<file path="config.mk">
export PLATFORM = sky130hd
export DESIGN_NAME = blackjack_table_ctrl
export DESIGN_NICKNAME = d
export VERILOG_FILES = /design/src/rtl/blackjack_table_ctrl.sv
export SDC_FILE = /design/constraint.sdc
export NUM_CORES = 1
export LEC_CHECK = 0
export BUFFER_PORTS_ARGS = -buffer_cell sky130_fd_sc_hd__buf_2
export CORE_MARGIN = 3
export CORE_UTILIZATION = 60
export DETAILED_ROUTE_END_ITERATION = 10
export MAX_ROUTING_LAYER = met4
export PLACE_DENSITY = 0.8
export SLEW_MARGIN = 10
export SYNTH_ARGS = -nofsm -noshare
export SYNTH_HDL_FRONTEND = slang
export SYNTH_SLANG_ARGS = --single-unit
export TNS_END_PERCENT = 30
</file>
<file path="constraint.sdc">
create_clock -name clk -period 4.6 [get_ports clk]
set_clock_uncertainty 0.1 [all_clocks]
set_input_delay 0.46 -clock clk [delete_from_list [all_inputs] [get_ports clk]]
set_output_delay 0.46 -clock clk [all_outputs]
set_load 0.01 [all_outputs]
</file>
<file path="src/rtl/blackjack_table_ctrl.sv">
// blackjack_table_ctrl: multi-seat blackjack sequencer sitting between the
// user buttons and the deck. Runs shuffle, the two-round deal, seat play,
// the house draw rule and final scoring, and exports sums and results.
module blackjack_table_ctrl #(
  parameter int NUM_PLAYERS = 2,
  parameter int HAND_DEPTH  = 5,
  parameter int HOUSE_STAND = 17,
  parameter int BUST_LIMIT  = 21,
  parameter int SUM_W       = 6,
  parameter int SEAT_W      = (NUM_PLAYERS > 1) ? $clog2(NUM_PLAYERS) : 1
) (
  input  logic                         clk,
  input  logic                         rst,
  input  logic                         start,
  input  logic                         hit,
  input  logic                         stand,
  output logic                         shuffle_start,
  input  logic                         shuffle_ready,
  output logic                         card_start,
  input  logic                         card_ready,
  input  logic [3:0]                   card,
  input  logic                         card_overflow,
  output logic [SEAT_W-1:0]            active_seat,
  output logic [NUM_PLAYERS*SUM_W-1:0] player_sums,
  output logic [SUM_W-1:0]             house_sum,
  output logic [2*NUM_PLAYERS-1:0]     results,
  output logic                         await_input,
  output logic                         game_done,
  output logic                         error
);

  // Hand index NUM_PLAYERS is the house; seats occupy 0..NUM_PLAYERS-1.
  localparam int HANDS  = NUM_PLAYERS + 1;
  localparam int TGT_W  = $clog2(HANDS);
  localparam int CNT_W  = $clog2(HAND_DEPTH + 1);
  localparam int DEAL_W = $clog2(2 * HANDS + 1);
  localparam int AX     = SUM_W + 2;

  localparam logic [AX-1:0]     BUST_X    = AX'(BUST_LIMIT);
  localparam logic [AX-1:0]     STAND_X   = AX'(HOUSE_STAND);
  localparam logic [AX-1:0]     SAT_X     = AX'((1 << SUM_W) - 1);
  localparam logic [CNT_W-1:0]  DEPTH_C   = CNT_W'(HAND_DEPTH);
  localparam logic [SEAT_W-1:0] LAST_SEAT = SEAT_W'(NUM_PLAYERS - 1);
  localparam logic [TGT_W-1:0]  HOUSE_IDX = TGT_W'(NUM_PLAYERS);
  localparam logic [DEAL_W-1:0] DEAL_LAST = DEAL_W'(2 * HANDS);

  localparam logic [1:0] RES_WIN  = 2'b01;
  localparam logic [1:0] RES_LOSE = 2'b10;
  localparam logic [1:0] RES_PUSH = 2'b11;

  typedef enum logic [3:0] {
    SHUFFLE_REQ,
    SHUFFLE_WAIT,
    READY,
    DEAL,
    CARD_REQ,
    CARD_WAIT,
    CARD_ADD,
    PLAY_CHECK,
    PLAY_WAIT,
    HOUSE_CHECK,
    SCORE,
    DONE,
    ERROR
  } state_t;

  state_t state, next_state, ret_state;

  logic start_s1, start_s2, start_prev;
  logic hit_s1, hit_s2, hit_prev;
  logic stand_s1, stand_s2, stand_prev;
  logic start_edge, hit_edge, stand_edge;

  logic [SUM_W-1:0] hand_sum  [HANDS];
  logic [CNT_W-1:0] hand_cnt  [HANDS];
  logic [CNT_W-1:0] hand_soft [HANDS];

  logic [TGT_W-1:0]       tgt;
  logic [TGT_W-1:0]       deal_tgt;
  logic [DEAL_W-1:0]      deal_idx;
  logic [3:0]             card_q;
  logic                   seat_stood;
  logic [SEAT_W-1:0]      active_seat_q;
  logic [2*NUM_PLAYERS-1:0] results_q;
  logic                   shuffle_start_q;
  logic                   card_start_q;

  logic [TGT_W-1:0] active_idx;
  logic [AX-1:0]    card_val;
  logic [AX-1:0]    add_sum;
  logic [CNT_W-1:0] add_soft;
  logic             seat_done;
  logic             all_bust;
  logic             house_bust;
  logic             house_draw;

  assign start_edge = start_s2 & ~start_prev;
  assign hit_edge   = hit_s2 & ~hit_prev;
  assign stand_edge = stand_s2 & ~stand_prev;

  assign active_idx = TGT_W'(active_seat_q);
  assign seat_done  = ({2'b00, hand_sum[active_idx]} >= BUST_X) ||
                      (hand_cnt[active_idx] == DEPTH_C) || seat_stood;
  assign house_bust = {2'b00, hand_sum[NUM_PLAYERS]} > BUST_X;
  assign house_draw = ({2'b00, hand_sum[NUM_PLAYERS]} < STAND_X) &&
                      (hand_cnt[NUM_PLAYERS] < DEPTH_C);

  // Two-flop synchronisers and edge history for the three raw buttons.
  always_ff @(posedge clk or negedge rst) begin
    if (!rst) begin
      start_s1 <= 1'b0; start_s2 <= 1'b0; start_prev <= 1'b0;
      hit_s1   <= 1'b0; hit_s2   <= 1'b0; hit_prev   <= 1'b0;
      stand_s1 <= 1'b0; stand_s2 <= 1'b0; stand_prev <= 1'b0;
    end else begin
      start_s1 <= start; start_s2 <= start_s1; start_prev <= start_s2;
      hit_s1   <= hit;   hit_s2   <= hit_s1;   hit_prev   <= hit_s2;
      stand_s1 <= stand; stand_s2 <= stand_s1; stand_prev <= stand_s2;
    end
  end

  // Score the sampled card into the target hand, demoting one soft ace on overflow.
  always_comb begin
    card_val = '0;
    if (card_q == 4'd1)
      card_val = AX'(11);
    else if (card_q <= 4'd9)
      card_val = AX'(card_q);
    else
      card_val = AX'(10);
    add_soft = hand_soft[tgt] + CNT_W'(card_q == 4'd1);
    add_sum  = {2'b00, hand_sum[tgt]} + card_val;
    if ((add_sum > BUST_X) && (add_soft != '0)) begin
      add_sum  = add_sum - AX'(10);
      add_soft = add_soft - 1'b1;
    end
    if (add_sum > SAT_X)
      add_sum = SAT_X;
  end

  // True when every seat is over the bust limit, which lets the house skip drawing.
  always_comb begin
    all_bust = 1'b1;
    for (int i = 0; i < NUM_PLAYERS; i++)
      if ({2'b00, hand_sum[i]} <= BUST_X)
        all_bust = 1'b0;
  end

  // State register.
  always_ff @(posedge clk or negedge rst) begin
    if (!rst)
      state <= SHUFFLE_REQ;
    else
      state <= next_state;
  end

  // Next-state logic; card fetches return to whichever state launched them.
  always_comb begin
    next_state = state;
    case (state)
      SHUFFLE_REQ:  if (shuffle_start_q && !shuffle_ready) next_state = SHUFFLE_WAIT;
      SHUFFLE_WAIT: if (shuffle_ready) next_state = READY;
      READY:        if (start_edge) next_state = DEAL;
      DEAL:         next_state = (deal_idx == DEAL_LAST) ? PLAY_CHECK : CARD_REQ;
      CARD_REQ:     if (card_start_q && !card_ready) next_state = CARD_WAIT;
      CARD_WAIT:    if (card_ready) next_state = card_overflow ? ERROR : CARD_ADD;
      CARD_ADD:     next_state = ret_state;
      PLAY_CHECK: begin
        if (!seat_done)
          next_state = PLAY_WAIT;
        else if (active_seat_q == LAST_SEAT)
          next_state = HOUSE_CHECK;
      end
      PLAY_WAIT: begin
        if (stand_edge)
          next_state = PLAY_CHECK;
        else if (hit_edge)
          next_state = CARD_REQ;
      end
      HOUSE_CHECK: begin
        if (all_bust || !house_draw)
          next_state = SCORE;
        else
          next_state = CARD_REQ;
      end
      SCORE:        next_state = DONE;
      DONE, ERROR:  if (start_edge) next_state = SHUFFLE_REQ;
      default:      next_state = SHUFFLE_REQ;
    endcase
  end

  // Datapath: deck requests, hand bookkeeping, seat sequencing and scoring.
  always_ff @(posedge clk or negedge rst) begin
    if (!rst) begin
      shuffle_start_q <= 1'b0;
      card_start_q    <= 1'b0;
      ret_state       <= SHUFFLE_REQ;
      tgt             <= '0;
      deal_tgt        <= '0;
      deal_idx        <= '0;
      card_q          <= '0;
      seat_stood      <= 1'b0;
      active_seat_q   <= '0;
      results_q       <= '0;
      for (int i = 0; i < HANDS; i++) begin
        hand_sum[i]  <= '0;
        hand_cnt[i]  <= '0;
        hand_soft[i] <= '0;
      end
    end else begin
      shuffle_start_q <= (next_state == SHUFFLE_REQ);
      card_start_q    <= (next_state == CARD_REQ);
      case (state)
        READY: begin
          if (start_edge) begin
            results_q     <= '0;
            deal_idx      <= '0;
            deal_tgt      <= '0;
            active_seat_q <= '0;
            seat_stood    <= 1'b0;
            for (int i = 0; i < HANDS; i++) begin
              hand_sum[i]  <= '0;
              hand_cnt[i]  <= '0;
              hand_soft[i] <= '0;
            end
          end
        end
        DEAL: begin
          if (deal_idx == DEAL_LAST) begin
            active_seat_q <= '0;
          end else begin
            tgt       <= deal_tgt;
            ret_state <= DEAL;
            deal_idx  <= deal_idx + 1'b1;
            deal_tgt  <= (deal_tgt == HOUSE_IDX) ? '0 : deal_tgt + 1'b1;
          end
        end
        CARD_WAIT: begin
          if (card_ready) begin
            card_q <= card;
            if (card_overflow)
              results_q <= '0;
          end
        end
        CARD_ADD: begin
          hand_sum[tgt]  <= add_sum[SUM_W-1:0];
          hand_cnt[tgt]  <= hand_cnt[tgt] + 1'b1;
          hand_soft[tgt] <= add_soft;
        end
        PLAY_CHECK: begin
          if (seat_done) begin
            seat_stood <= 1'b0;
            if (active_seat_q != LAST_SEAT)
              active_seat_q <= active_seat_q + 1'b1;
          end
        end
        PLAY_WAIT: begin
          if (stand_edge) begin
            seat_stood <= 1'b1;
          end else if (hit_edge) begin
            tgt       <= active_idx;
            ret_state <= PLAY_CHECK;
          end
        end
        HOUSE_CHECK: begin
          tgt       <= HOUSE_IDX;
          ret_state <= HOUSE_CHECK;
        end
        SCORE: begin
          for (int i = 0; i < NUM_PLAYERS; i++) begin
            if ({2'b00, hand_sum[i]} > BUST_X)
              results_q[2*i +: 2] <= RES_LOSE;
            else if (house_bust)
              results_q[2*i +: 2] <= RES_WIN;
            else if (hand_sum[i] > hand_sum[NUM_PLAYERS])
              results_q[2*i +: 2] <= RES_WIN;
            else if (hand_sum[i] == hand_sum[NUM_PLAYERS])
              results_q[2*i +: 2] <= RES_PUSH;
            else
              results_q[2*i +: 2] <= RES_LOSE;
          end
        end
        ERROR: results_q <= '0;
        default: ;
      endcase
    end
  end

  genvar g;
  generate
    for (g = 0; g < NUM_PLAYERS; g++) begin : g_sums
      assign player_sums[g*SUM_W +: SUM_W] = hand_sum[g];
    end
  endgenerate

  assign house_sum     = hand_sum[NUM_PLAYERS];
  assign active_seat   = active_seat_q;
  assign results       = results_q;
  assign shuffle_start = shuffle_start_q;
  assign card_start    = card_start_q;
  assign await_input   = (state == PLAY_WAIT);
  assign game_done     = (state == DONE);
  assign error         = (state == ERROR);

endmodule

</file>
**Word level (Yosys, flattened, before mapping)**

Cells that the tools add are included.

- $add $sub $neg: 8
- $lt $le $gt $ge: 16
- Equality and inequality tests: 28
- Multiplexer cells: 83
- Bitwise logic cells: 8
- Reductions and logical operators: 28

Operators with widths:

| cell | count |
|---|---|
| 4-bit two-way mux | 20 |
| 4-bit one-hot mux with 12 select lines | 1 |
| 6-bit two-way mux | 6 |
| 18-bit one-hot mux with 2 select lines | 1 |
| 9-bit one-hot mux with 2 select lines | 2 |
| 3-bit two-way mux | 10 |
| 2-bit two-way mux | 13 |
| 6-bit binary-select mux with 2-bit select | 2 |
| 4-bit by 3-bit equality test with 1-bit output, second input constant | 5 |
| 4-bit equality test, second input constant | 5 |
| 3-bit binary-select mux with 2-bit select | 3 |
| 18-bit bitwise mux | 1 |
| 9-bit bitwise mux | 2 |
| 6-bit by 5-bit > comparator with 1-bit output, second input constant | 3 |
| 18-bit two-way mux | 1 |
| 4-bit one-hot mux with 4 select lines | 1 |
| 4-bit AND reduction | 4 |
| 2-bit != test, second input constant | 7 |
| 6-bit demux with 2-bit select | 1 |
| 6-bit equality test | 2 |
| 6-bit > comparator | 2 |
| 6-bit by 5-bit <= comparator with 1-bit output, second input constant | 2 |
| 4-bit one-hot mux with 3 select lines | 1 |
| 3-bit nonzero test | 4 |
| 41 further kinds | 72 |

- Bits in registers: 72
- Bits of input ports: 12
- Output and inout bits: 28
- Word-level logic and storage cells: 200

**Logic depth before layout (Yosys ltp)**

- Word-level depth: 12
- Mapped depth: 14
- Depth with buffers taken out: 13

**Least setup slack after synthesis**

No wires, ideal clock.

- Path type: register to register
- Start: reg tgt[0]
- End: reg hand_soft[1] (netlist bit)
- Setup time: 0.083 ns
- Arrival time: 3.342 ns
- Required time: 4.417 ns
- Slack: 1.075 ns
- Cell stages (with the launch flop): 14
- Path buffers: 2
- Period minus slack after synthesis: 3.525 ns
- Cell sequence: dfrtp_1 buf_6 clkbuf_1 mux2i_1 o21ai_0 ha_1 fa_1 a21o_1 a21oi_2 xor2_2 o2bb2ai_4 o21bai_4 mux2_1 o21ai_0

- Word-level cells in the longest chain between the ends: 10
- Elaborated cells on any way between the ends: 21
- Classes of those cells: 3 x add/sub; 3 x order compare; 11 x mux; 1 x bitwise; 3 x reduce/logical

RTL lines:

| what | RTL line | source |
|---|---|---|
| start: declaration | 78 | `logic [TGT_W-1:0] tgt;` |
| start signal: assignment | 231 | `tgt <= deal_tgt;` |
| start signal: assignment | 260 | `tgt <= active_idx;` |
| 2-bit NOT with 3-bit output (not written as such) * | 130, 131, 247 |  |
| 6-bit binary-select mux with 2-bit select or 3-bit binary-select mux with 2-bit select (tied branches) | 131, 130 |  |
| 6-bit two-way mux (not written as such) or 3-bit two-way mux (tied branches) (2 in series) | 131, 130 |  |
| 6-bit by 8-bit adder with 8-bit output or 3-bit by 1-bit adder with 3-bit output (tied branches) | 131, 130 |  |
| 8-bit by 5-bit > comparator with 1-bit output or 3-bit nonzero test (tied branches) | 132 | `if ((add_sum > BUST_X) && (add_soft != '0)) begin` |
| 1-bit logical AND | 132 |  |
| 3-bit two-way mux | 132 |  |
| 9-bit bitwise mux * | 247 | `hand_soft[tgt] <= add_soft;` |
| 9-bit one-hot mux with 2 select lines * | 212 | `case (state)` |
| end signal: indexed assignment | 247 |  |
| end: declaration | 76 | `logic [CNT_W-1:0] hand_soft [HANDS];` |

Mark *: on every way between the ends. The rest lies on a longest branch, timed or not. The select of a mux whose other input is x is not followed.
A chain may end at the register's enable or synchronous reset.

**Worst setup path in the final report**

- Start: reg tgt[1]
- End: reg hand_sum, in the netlist player_sums[2]

- Word-level cells in the longest chain between the ends: 12
- Elaborated cells on any way between the ends: 23
- Classes of those cells: 3 x add/sub; 4 x order compare; 12 x mux; 1 x bitwise; 3 x reduce/logical

RTL lines:

| what | RTL line | source |
|---|---|---|
| 2-bit NOT with 3-bit output (not written as such) * | 130, 131, 245 |  |
| 6-bit binary-select mux with 2-bit select or 3-bit binary-select mux with 2-bit select (tied branches) | 131, 130 |  |
| 6-bit two-way mux (not written as such) or 3-bit two-way mux (tied branches) (2 in series) | 131, 130 |  |
| 6-bit by 8-bit adder with 8-bit output or 3-bit by 1-bit adder with 3-bit output (tied branches) | 131, 130 |  |
| 8-bit by 5-bit > comparator with 1-bit output or 3-bit nonzero test (tied branches) | 132 |  |
| 1-bit logical AND | 132 |  |
| 8-bit two-way mux | 132 |  |
| 8-bit by 6-bit > comparator with 1-bit output | 136 | `if (add_sum > SAT_X)` |
| 6-bit two-way mux | 136 |  |
| 18-bit bitwise mux * | 245 | `hand_sum[tgt] <= add_sum[SUM_W-1:0];` |
| 18-bit one-hot mux with 2 select lines * | 212 |  |
| end signal: indexed assignment | 245 |  |
| end: declaration | 74 | `logic [SUM_W-1:0] hand_sum [HANDS];` |

Marked as above.

==> flow_metrics.py <==
metrics = {
    "placed_design": {
        "globalplace.congestion": 1.01,
        "dp_hpwl_um": 8000,
        "numPortBuffers": 39,
    },
    "synthesis": {
        "synth_common_cells": "72 x dfrtp_1, 55 x o21ai_0, 51 x nand2_1",
        "yosysTopAreaCell": "dfrtp_1",
        "netlist_instances": 476,
        "yosysMostFrequentCell": "dfrtp_1",
        "syn_nets": 513,
        "post_synth.cell_area_avg_um2": 9.23,
        "synth-seq-area-share": 0.410,
        "synth.distinct_cells": 66,
        "ys.flop_type": "dfrtp_1",
        "syn_area_um2": 4390,
        "synth-seq-cells": 72,
        "synth_edf_count": 0,
        "ys_top_cells_by_area": "dfrtp_1 41%, ha_1 6.8%, o21ai_0 6.3%, nand2_1 4.4%, mux2i_1 3.4%",
        "synth_top_cell_area_share": 0.410,
        "yosysWarningCount": 0,
        "synthArstFlopShare": 1.00,
    },
    "grt": {
        "grt_overflow_total": 0,
        "grt_max_degree": 46,
        "antenna_found_initial": 0,
        "grt_pass1_vias": 3585,
        "grt_usage": 0.279,
        "grt_pass1_wl_um": 18100,
    },
    "cts": {
        "clock_sinks": 72,
        "hold_buffers": 0,
        "cts_root_buf": "clkbuf_8",
        "insertion_delay_ns": 0.35,
        "cts_setup_buffers": 0,
        "clk_pin_slew_worst_paths_ns": 0.09,
        "cts_resized": 0,
        "h-tree-depth": 3,
        "cts_inserted_buffers": 9,
        "cts_tree": "built",
        "cts_buffer_depth": 2,
    },
    "timing": {
        "worst_pin_slew_ns": 0.966,
        "slew_viol_final": 0,
        "fmax_mhz": 264,
        "holdWs_ns": 0.104,
        "min_period_over_period": 0.825,
        "fin_tns_setup_ns": 0,
        "setup_violations": 0,
        "rsz0062_at_grt": "no",
        "hold_viol_final": 0,
        "relSlewSlack": 0.356,
        "min_period_ns": 3.79,
    },
    "hold_path": {
        "hold_path.class": "in -> reg",
        "worstHoldStart": "start",
        "whs_endpoint": "start_s1$_DFF_PN0_",
        "min_path_cells": 1,
    },
    "route": {
        "dr.first_iter.drc_count": 312,
        "vias_per_cell": 6.32,
        "drc": 0,
        "route.vias.total": 3849,
        "drt_pass1_iterations": 6,
        "wl_um": 10800,
        "ant_nets": 0,
        "drt-wirelength-per-cell_um": 17.8,
    },
    "die": {
        "ios": 40,
        "dieArea_um2": 8380,
        "rows": 30,
        "fp.dieW_um": 91.6,
        "core_area_um2": 6940,
        "start_util": 0.632,
        "die-height_um": 91.6,
    },
    "power": {
        "vdd_drop_max_v": 0.000313,
        "p_leak_nw": 2.20,
        "p_per_area_nw_per_um2": 682,
        "p_sw_frac": 0.460,
        "p_int_mw": 1.79,
        "power_switching_mw": 1.52,
        "clkPwrFrac": 0.160,
        "p_seq_frac": 0.321,
        "p_comb_frac": 0.519,
    },
    "cells_and_area": {
        "fin_nets": 545,
        "syn2layout_area_growth_pct": 10.4,
        "fillers": 532,
        "diodes": 0,
        "drive_above_1_share": 0.144,
    },
    "critical_path": {
        "r2r-start": "tgt[1]$_DFFE_PN0P_",
        "crit_required_ns": 4.70,
        "reg2regPathDepth": 12,
        "r2r_slack_ns": 0.81,
        "start_kind": "register",
        "cp_slowest_cell": "dfrtp_1",
        "critPathKind": "reg -> reg",
        "arrival_ns": 3.89,
        "critPathMaxFanout": 16,
        "r2r_end": "player_sums[2]$_DFFE_PN0P_",
        "path_common_cell": "o21ai_0",
        "cp_cell_sequence": "and2b_1, nand2_1, o21ai_0, ha_1, fa_1, a21o_1, a21oi_2, xor2_2, o2bb2ai_4, o21bai_4, mux2i_1, o21ai_0",
        "max_stage_delay_ns": 0.56,
        "end_kind": "register",
    },
    "run_status": {
        "status": "finished, final reports clean",
    },
    "flow_run": {
        "cap_violations": 0,
    },
}
[flip-flops by register name (all words and copies together) (netlist names), 2 cells and up]
register and count:
hand_cnt 9, deal_idx 3, house_sum 6, results 4, state 4, deal_tgt 2, hand_soft 9, card_q 4
ret_state 4, tgt 2, player_sums 12
[cells in the final DEF, fill, tap and decap left out, types with 5 or more instances in the layout]
master / synthesis / routed
nand2_1: 51 / 51
mux2i_1: 15 / 15
a31oi_1: 5 / 5
ha_1: 24 / 24
nand2b_1: 10 / 10
buf_2: 2 / 39
dfrtp_1: 72 / 72
mux2_2: 5 / 5
clkbuf_8: 0 / 9
nor2b_1: 9 / 9
a211oi_1: 6 / 6
nor3_1: 11 / 11
o21ai_0: 55 / 55
a21oi_1: 19 / 19
a21o_1: 6 / 6
xnor2_1: 8 / 8
nand3_1: 27 / 27
inv_1: 18 / 18
nor2_1: 32 / 32
o21a_1: 9 / 9
nand3b_1: 5 / 5
[per-stage QoR]
| step | area (um^2) | setup slack [ns] | utilization | cells | total power [mW] |
|---|---|---|---|---|---|
| global route | 4850 | 0.478 | 0.698 | 609 | 3.57 |
| global placement | 4640 | 0.997 | 0.668 | 593 | 2.68 |
| CTS | 4850 | 0.835 | 0.698 | 609 | 3.29 |
| detailed placement | 4640 | 0.861 | 0.668 | 593 | 2.75 |
| floorplan | 4390 | 1.07 | - | 476 | 2.32 |
| finish | 4850 | 0.806 | 0.698 | 609 | 3.31 |
[worst max path at each step]
| stage | cells after the start | startpoint | slack (ns) | endpoint |
|---|---|---|---|---|
| after CTS | 12 | tgt[1]$_DFFE_PN0P_ | 0.83 | player_sums[2]$_DFFE_PN0P_ |
| after global placement | 12 | tgt[1]$_DFFE_PN0P_ | 1.0 | hand_soft[4]$_DFFE_PN0P_ |
| after floorplan | 13 | tgt[0]$_DFFE_PN0P_ | 1.07 | hand_soft[1]$_DFFE_PN0P_ |
| after detailed placement | 12 | tgt[1]$_DFFE_PN0P_ | 0.86 | hand_soft[4]$_DFFE_PN0P_ |
| after global routing | 11 | tgt[1]$_DFFE_PN0P_ | 0.48 | player_sums[2]$_DFFE_PN0P_ |
| final | 12 | tgt[1]$_DFFE_PN0P_ | 0.81 | player_sums[2]$_DFFE_PN0P_ |
[power by group through the flow]
stage	sequential (mW)	clock (mW)	combinational [mW]
after floorplan	0.982	0	1.34
after global placement	1.05	0	1.63
after detailed placement	1.07	0	1.69
after CTS	1.05	0.533	1.70
after global routing	1.09	0.566	1.91
final	1.06	0.528	1.72
[worst max-delay path, delay by kind of cell, from the launching register on]
kind / cells / cell delay [ns]
adder cells (fa/ha/maj): 2 / 0.72
AND/OR/NAND/NOR: 2 / 0.52
flip-flops: 1 / 0.56
multiplexers: 1 / 0.31
AO/OA/AOI/OAI: 6 / 1.13
XOR/XNOR: 1 / 0.29
[cell type report]
class	count	area, um^2	area share
clock buffers	9	124	0.0255
clock inverters	7	83.8	0.0173
inverters	18	67.6	0.0139
multi-input cells	365	2430	0.502
flip-flops and latches	72	1800	0.372
well taps	96	120	0.0248
repair buffers	42	218	0.0449
[layer usage]
| layer | GRT usage | up-vias | wire length (um) |
|---|---|---|---|
| met3 | 0.0547 | 32 | 753 |
| met4 | 0.119 | 0 | 319 |
| met5 | - | - | 0 |
| met2 | 0.404 | 178 | 4940 |
| met1 | 0.382 | 1843 | 4830 |
| li1 | - | 1796 | - |
[cells by family (layout without fill, tap and decap cells)]
kind of cell,after synthesis,in the layout,synth area share
adder cells (fa/ha/maj),25,25,0.0729
XOR/XNOR,12,12,0.0256
buffers and inverters,39,76,0.0356
AND/OR/NAND/NOR,166,166,0.184
AO/OA/AOI/OAI,140,140,0.217
flip-flops,72,72,0.410
multiplexers,22,22,0.0547
Power figures use the tool's default switching activity.
